===== config.mk =====
export PLATFORM = sky130hd
export DESIGN_NAME = lab5_loader
export DESIGN_NICKNAME = d
export VERILOG_FILES = /design/src/rtl/lab5_pkg.sv /design/src/rtl/lab5_wait_timer.sv /design/src/rtl/lab5_loader.sv
export SDC_FILE = /design/constraint.sdc
export NUM_CORES = 1
export LEC_CHECK = 0
export ABC_CLOCK_PERIOD_IN_PS = 1900
export CORE_UTILIZATION = 42
export DETAILED_ROUTE_END_ITERATION = 16
export GPL_TIMING_DRIVEN = 0
export PLACE_DENSITY_LB_ADDON = 0.05
export SLEW_MARGIN = 25
export SYNTH_ARGS = -nofsm -noshare
export SYNTH_HDL_FRONTEND = slang
export SYNTH_HIERARCHICAL = 1
export SYNTH_SLANG_ARGS = --single-unit
export TNS_END_PERCENT = 100

===== constraint.sdc =====
create_clock -name clk -period 1.9 [get_ports clk]
set_input_delay 0.38 -clock clk [delete_from_list [all_inputs] [get_ports clk]]
set_output_delay 0.38 -clock clk [all_outputs]
set_load 0.05 [all_outputs]

===== src/rtl/lab5_pkg.sv =====
// Shared definitions for the lab5 loader and the summation memory it feeds.
// LOADER_VERIFY_EN adds the VERIFY read-back state to the loader FSM encoding.
package lab5_pkg;

  localparam int DW_DEF = 8;
  localparam int AW_DEF = 3;

  typedef enum logic [2:0] {
    ST_LOAD   = 3'd0,
`ifdef LOADER_VERIFY_EN
    ST_VERIFY = 3'd1,
`endif
    ST_KICK   = 3'd2,
    ST_WAIT   = 3'd3,
    ST_HOLD   = 3'd4
  } state_t;

endpackage


===== src/rtl/lab5_wait_timer.sv =====
// Wait-for-done timer: loads on clear, counts down while enabled and saturates at zero.
// expired is high once TIMEOUT enabled cycles have elapsed since the last clear.
module lab5_wait_timer
  import lab5_pkg::*;
#(
  parameter int TIMEOUT = 15
) (
  input  logic clk,
  input  logic rst,
  input  logic clr,
  input  logic en,
  output logic expired
);

  localparam int CW = $clog2(TIMEOUT + 1);

  logic [CW-1:0] cnt;

  // Loading TIMEOUT-1 makes the TIMEOUT-th enabled cycle the one that sees zero.
  always_ff @(posedge clk) begin
    if (rst)
      cnt <= '0;
    else if (clr)
      cnt <= CW'(TIMEOUT - 1);
    else if (en && cnt != '0)
      cnt <= cnt - 1'b1;
  end

  assign expired = (cnt == '0);

endmodule


===== src/rtl/lab5_loader.sv =====
// Stream-to-memory loader for the lab5 summation memory: loads a frame, kicks the sum, returns the result.
// Define LOADER_VERIFY_EN to read the frame back and flag mismatches on err before kicking.
//
// state  | meaning
// LOAD   | idle / accepting stream bytes into addresses 0..DEPTH-1
// VERIFY | reading the frame back and comparing to the shadow copy
// KICK   | one-cycle start pulse, wait timer cleared
// WAIT   | waiting for done or timeout
// HOLD   | presenting the result until res_ready
module lab5_loader
  import lab5_pkg::*;
#(
  parameter int DW      = DW_DEF,
  parameter int AW      = AW_DEF,
  parameter int DEPTH   = 6,
  parameter int TIMEOUT = 15
) (
  input  logic          clk,
  input  logic          rst,
  input  logic          in_valid,
  input  logic [DW-1:0] in_data,
  output logic          in_ready,
  output logic [AW-1:0] addr,
  output logic          we,
  output logic [DW-1:0] din,
  output logic          re,
  input  logic [DW-1:0] dout,
  output logic          start,
  input  logic          done,
  input  logic [DW-1:0] ans,
  output logic          res_valid,
  output logic [DW-1:0] res_data,
  input  logic          res_ready,
  output logic          err
);

  state_t        state, state_nxt;
  logic [AW-1:0] idx;
  logic          accept;
  logic          last_beat;
  logic          tmr_expired;

  assign in_ready  = (state == ST_LOAD) && !rst;
  assign accept    = in_valid && in_ready;
  assign last_beat = accept && (idx == AW'(DEPTH - 1));
  assign start     = (state == ST_KICK);

`ifdef LOADER_VERIFY_EN
  logic [AW:0]   vcnt;
  logic          verify_end;
  logic          chk_valid;
  logic [AW-1:0] chk_addr;
  logic [DW-1:0] shadow [2**AW];

  assign verify_end = (vcnt == (AW + 1)'(DEPTH));
`endif

  lab5_wait_timer #(
    .TIMEOUT(TIMEOUT)
  ) u_wait_timer (
    .clk    (clk),
    .rst    (rst),
    .clr    (state == ST_KICK),
    .en     (state == ST_WAIT),
    .expired(tmr_expired)
  );

  always_ff @(posedge clk) begin
    if (rst)
      state <= ST_LOAD;
    else
      state <= state_nxt;
  end

  always_comb begin
    state_nxt = state;
    unique case (state)
      ST_LOAD:
        if (last_beat)
`ifdef LOADER_VERIFY_EN
          state_nxt = ST_VERIFY;
`else
          state_nxt = ST_KICK;
`endif
`ifdef LOADER_VERIFY_EN
      ST_VERIFY:
        if (verify_end) state_nxt = ST_KICK;
`endif
      ST_KICK: state_nxt = ST_WAIT;
      ST_WAIT:
        if (done || tmr_expired) state_nxt = ST_HOLD;
      ST_HOLD:
        if (res_ready) state_nxt = ST_LOAD;
      default: state_nxt = ST_LOAD;
    endcase
  end

  always_ff @(posedge clk) begin
    if (rst) begin
      idx       <= '0;
      addr      <= '0;
      we        <= 1'b0;
      din       <= '0;
      res_valid <= 1'b0;
      res_data  <= '0;
      err       <= 1'b0;
    end else begin
      we <= 1'b0;
      if (accept) begin
        we   <= 1'b1;
        addr <= idx;
        din  <= in_data;
        idx  <= idx + 1'b1;
        if (idx == '0) err <= 1'b0;
      end
`ifdef LOADER_VERIFY_EN
      if (state == ST_VERIFY && !verify_end) addr <= vcnt[AW-1:0];
      if (chk_valid && dout != shadow[chk_addr]) err <= 1'b1;
`endif
      if (state == ST_WAIT) begin
        if (done) begin
          res_valid <= 1'b1;
          res_data  <= ans;
        end else if (tmr_expired) begin
          res_valid <= 1'b1;
          res_data  <= '0;
          err       <= 1'b1;
        end
      end
      if (state == ST_HOLD && res_ready) begin
        res_valid <= 1'b0;
        idx       <= '0;
      end
    end
  end

`ifdef LOADER_VERIFY_EN
  // Read data returns one cycle after the address, so the compare trails re/addr by a cycle.
  always_ff @(posedge clk) begin
    if (rst) begin
      vcnt      <= '0;
      re        <= 1'b0;
      chk_valid <= 1'b0;
      chk_addr  <= '0;
    end else begin
      chk_valid <= re;
      chk_addr  <= addr;
      re        <= 1'b0;
      if (state == ST_LOAD) begin
        vcnt <= '0;
      end else if (state == ST_VERIFY && !verify_end) begin
        re   <= 1'b1;
        vcnt <= vcnt + 1'b1;
      end
    end
  end

  always_ff @(posedge clk) begin
    if (accept) shadow[idx] <= in_data;
  end
`else
  logic unused_dout;

  assign re          = 1'b0;
  assign unused_dout = ^dout;
`endif

endmodule


==> flow_summary.yaml, run 1 <==
clocking:
  hold_buffers: 0
  h-tree-depth: 2
  path_clk_slew_ns: 0.10
  cts_sinks: 32
  root_buffer: "clkbuf_4"
  cts_max_path_buffers: 2
  post-cts-setup-buffer-count: 0
  clock_latency_ns: 0.33
  cts_tree: "yes"
  cts-buffers-inserted: 5
timing:
  fmax_mhz: 539
  layout_min_cycle_time_ns: 1.86
  timing.final.ws_setup_ns: 0.0437
  fin_crit_sh_pct: 97.7
  rsz0062_at_grt: "false"
  worst_slew_pin_slew_ns: 0.643
  worst_hold_slack_ns: 0.475
  finalClockSkew_ns: 0.00806
  setup_viol: 0
  hold_viol: 0
  maxSlewViolCount: 0
  finalSetupTns_ns: 0
  slew_headroom_pct: 56.6
global_route:
  grt_max_degree: 14
  overflow: 0
  grt_antenna_before_repair: 0
  grt_pass1_vias: 1163
  track_usage_pct: 19.2
  grt_pass1_wl_um: 4890
synth:
  yosysWarnings: 6
  ys_seq_area_share_pct: 47.1
  ys_ff_latch: 32
  syn_avg_cell_area_um2: 10.5
  ys_types: 42
  synthSimpleGateAreaFrac_pct: 19.9
  syn-num-nets: 163
  syn-cell-area_um2: 1360
  synth_top_family_by_area: "compound AO/OA/AOI/OAI gates"
  synth_xor_area_share_pct: 0
  synth.area.mux_share_pct: 2.21
  synthAdderAreaFrac_pct: 3.68
  synth_compound_area_share_pct: 20.6
  syn_inst: 130
floorplanning:
  start_util_pct: 44.5
  rows: 20
  io_pins: 54
  core_area_um2: 3050
  die_x_um: 58.9
  die_h_um: 58.9
  dieArea_um2: 3470
drt:
  wire_per_inst_um: 13.1
  via_count: 1159
  first_iter_violations: 26
  ant_nets: 0
  firstDrtPassIters: 4
  vias_per_cell: 5.13
  remaining_drc_errors: 0
  drt-total-wl_um: 2960
job:
  maxCapViolations: 0
critical_path:
  cpLargestDelayFamily: "buffers and inverters"
  path_buf_inv: 1
  path_max_fanout: 2
  critPathSlowestCell: "clkdlybuf4s50_1"
  startpoint_type: "register"
  worstSetupPathType: "reg -> out"
  worstPathCellList: "clkdlybuf4s50_1"
  cp.arrival_ns: 1.48
  crit_path_end_kind: "output pin"
  slowest_delay_ns: 0.80
  cp.required_ns: 1.52
place:
  hpwlAfterDp_um: 2120
  pre_cts_slack_ns: -0.530
  io_buffer_count: 44
  gp_congestion: 0.728
worst_hold_path:
  hp-class: "reg -> reg"
layout:
  final_cell_mix: "dfxtp_1, clkdlybuf4s50_1, dlymetal6s2s_1"
  insertedDiodeCount: 0
  syn2layout_area_growth_pct: 48.9
  drive_gt1_share_pct: 17.0
  final_common_cell: "dfxtp_1"
  fin_nets: 214
power_and_ir_drop:
  p_leak_nw: 1.12
  ir_worst_vdd_mv: 0.599
  power_density_nw_per_um2: 741
status:
  outcome: "completed"
-- registers in the layout, summed over array words and instances, names as in the netlist --
name	flops
res_data	8
din	8
we	1
addr	3
idx	3
state	3
u_wait_timer/cnt	4
res_valid	1
err	1
-- layout make-up --
| cell class | count | area, µm² |
|---|---|---|
| multi-input cells | 82 | 661 |
| inverters | 8 | 30.0 |
| well taps | 44 | 55.1 |
| plain buffers | 8 | 53.8 |
| clock inverters | 1 | 30.0 |
| repair buffers | 44 | 487 |
| flip-flops and latches | 32 | 642 |
| clock buffers | 7 | 65.1 |
| fillers | 261 | 1030 |
-- path summary, 6_finish.rpt --
| kind | from | endpoint | slack, ns | depth (start not counted) |
|---|---|---|---|---|
| worst max-delay path | din[5]$_SDFFE_PP0P_ | din[5] | 0.04 | 1 |
| worst min-delay path | res_data[7]$_SDFFE_PP0P_ | res_data[7]$_SDFFE_PP0P_ | 0.47 | 1 |
| worst max register to register | u_wait_timer/cnt[1]$_SDFFE_PP0P_ | res_data[5]$_SDFFE_PP0P_ | 0.13 | 7 |
| worst min register to register | res_data[7]$_SDFFE_PP0P_ | res_data[7]$_SDFFE_PP0P_ | 0.47 | 1 |
-- what timing repair did --
item | 4_1_cts | 5_1_grt
resized for setup | 12 | 25
pin swaps | 0 | 1
setup endpoints to repair | 2 | 28
-- cells in the mapped netlist, drive strengths merged --
cell / number / area share (%)
mux2i: 3 / 2.2
or3b: 1 / 0.83
nand3b: 2 / 1.1
nor4b: 2 / 1.3
o21ai: 1 / 0.37
nand3: 2 / 0.74
a22o: 8 / 5.2
a211oi: 2 / 1.5
o2bb2ai: 1 / 0.64
conb: 1 / 0.28
nand2: 3 / 0.83
and3: 12 / 5.9
ha: 4 / 3.7
a21oi: 6 / 2.5
nor4bb: 1 / 0.74
or2: 1 / 0.46
and3b: 1 / 0.64
buf: 7 / 3.7
and4: 1 / 0.64
a31oi: 1 / 0.46
o31ai: 1 / 0.55
or3: 3 / 1.4
nor2b: 1 / 0.64
nor3b: 2 / 1.5
and4b: 1 / 0.83
nor2: 2 / 0.55
clkbuf: 1 / 0.28
dfxtp: 32 / 47
a21o: 1 / 0.55
o21a: 1 / 0.55
inv: 8 / 2.2
a31o: 12 / 7.7
a2111oi: 1 / 0.64
nor3: 4 / 1.8
-- layer usage --
metal / global-route usage [%] / up-vias / routed length, µm
met1: 19.4 / 533 / 1200
met2: 34.9 / 34 / 1540
met3: 7.91 / 6 / 181
met4: 7.48 / 0 / 36
li1: - / 586 / -
met5: 0 / - / 0
-- logic make-up (layout without fill, tap and decap cells) --
| kind of cell | after synthesis | after routing |
|---|---|---|
| AOI/OAI and AO/OA | 35 | 35 |
| adders and majority gates | 4 | 4 |
| buffers and inverters | 16 | 68 |
| DFF | 32 | 32 |
| muxes | 3 | 3 |
| other | 1 | 1 |
| and+or+nand+nor | 39 | 39 |
-- report_power, final --
group,total [mW],switching (mW),internal (mW)
registers,0.706,0.0134,0.692
clock network,0.580,0.231,0.349
logic,0.214,0.119,0.0949
total,1.50,0.363,1.14
-- stage by stage --
| stage | std cells | instance area, µm² | power [mW] | utilization, % |
|---|---|---|---|---|
| 2_1_floorplan | 130 | 1360 | 0.841 | - |
| 3_3_place_gp | 218 | 1860 | 0.929 | 60.9 |
| 3_5_place_dp | 218 | 1860 | 0.936 | 60.9 |
| 4_1_cts | 226 | 1950 | 1.52 | 64.0 |
| 5_1_grt | 226 | 2020 | 1.56 | 66.3 |
| 6_report | 226 | 2020 | 1.50 | 66.3 |
No activity file was read; power rests on OpenSTA's default activity.
==> run 2, diff against run 1 <==
SLEW_MARGIN = unset   (was 25)
==> results of run 2 <==
Same layout as run 1: the final DEF is identical, and so are final timing and power.
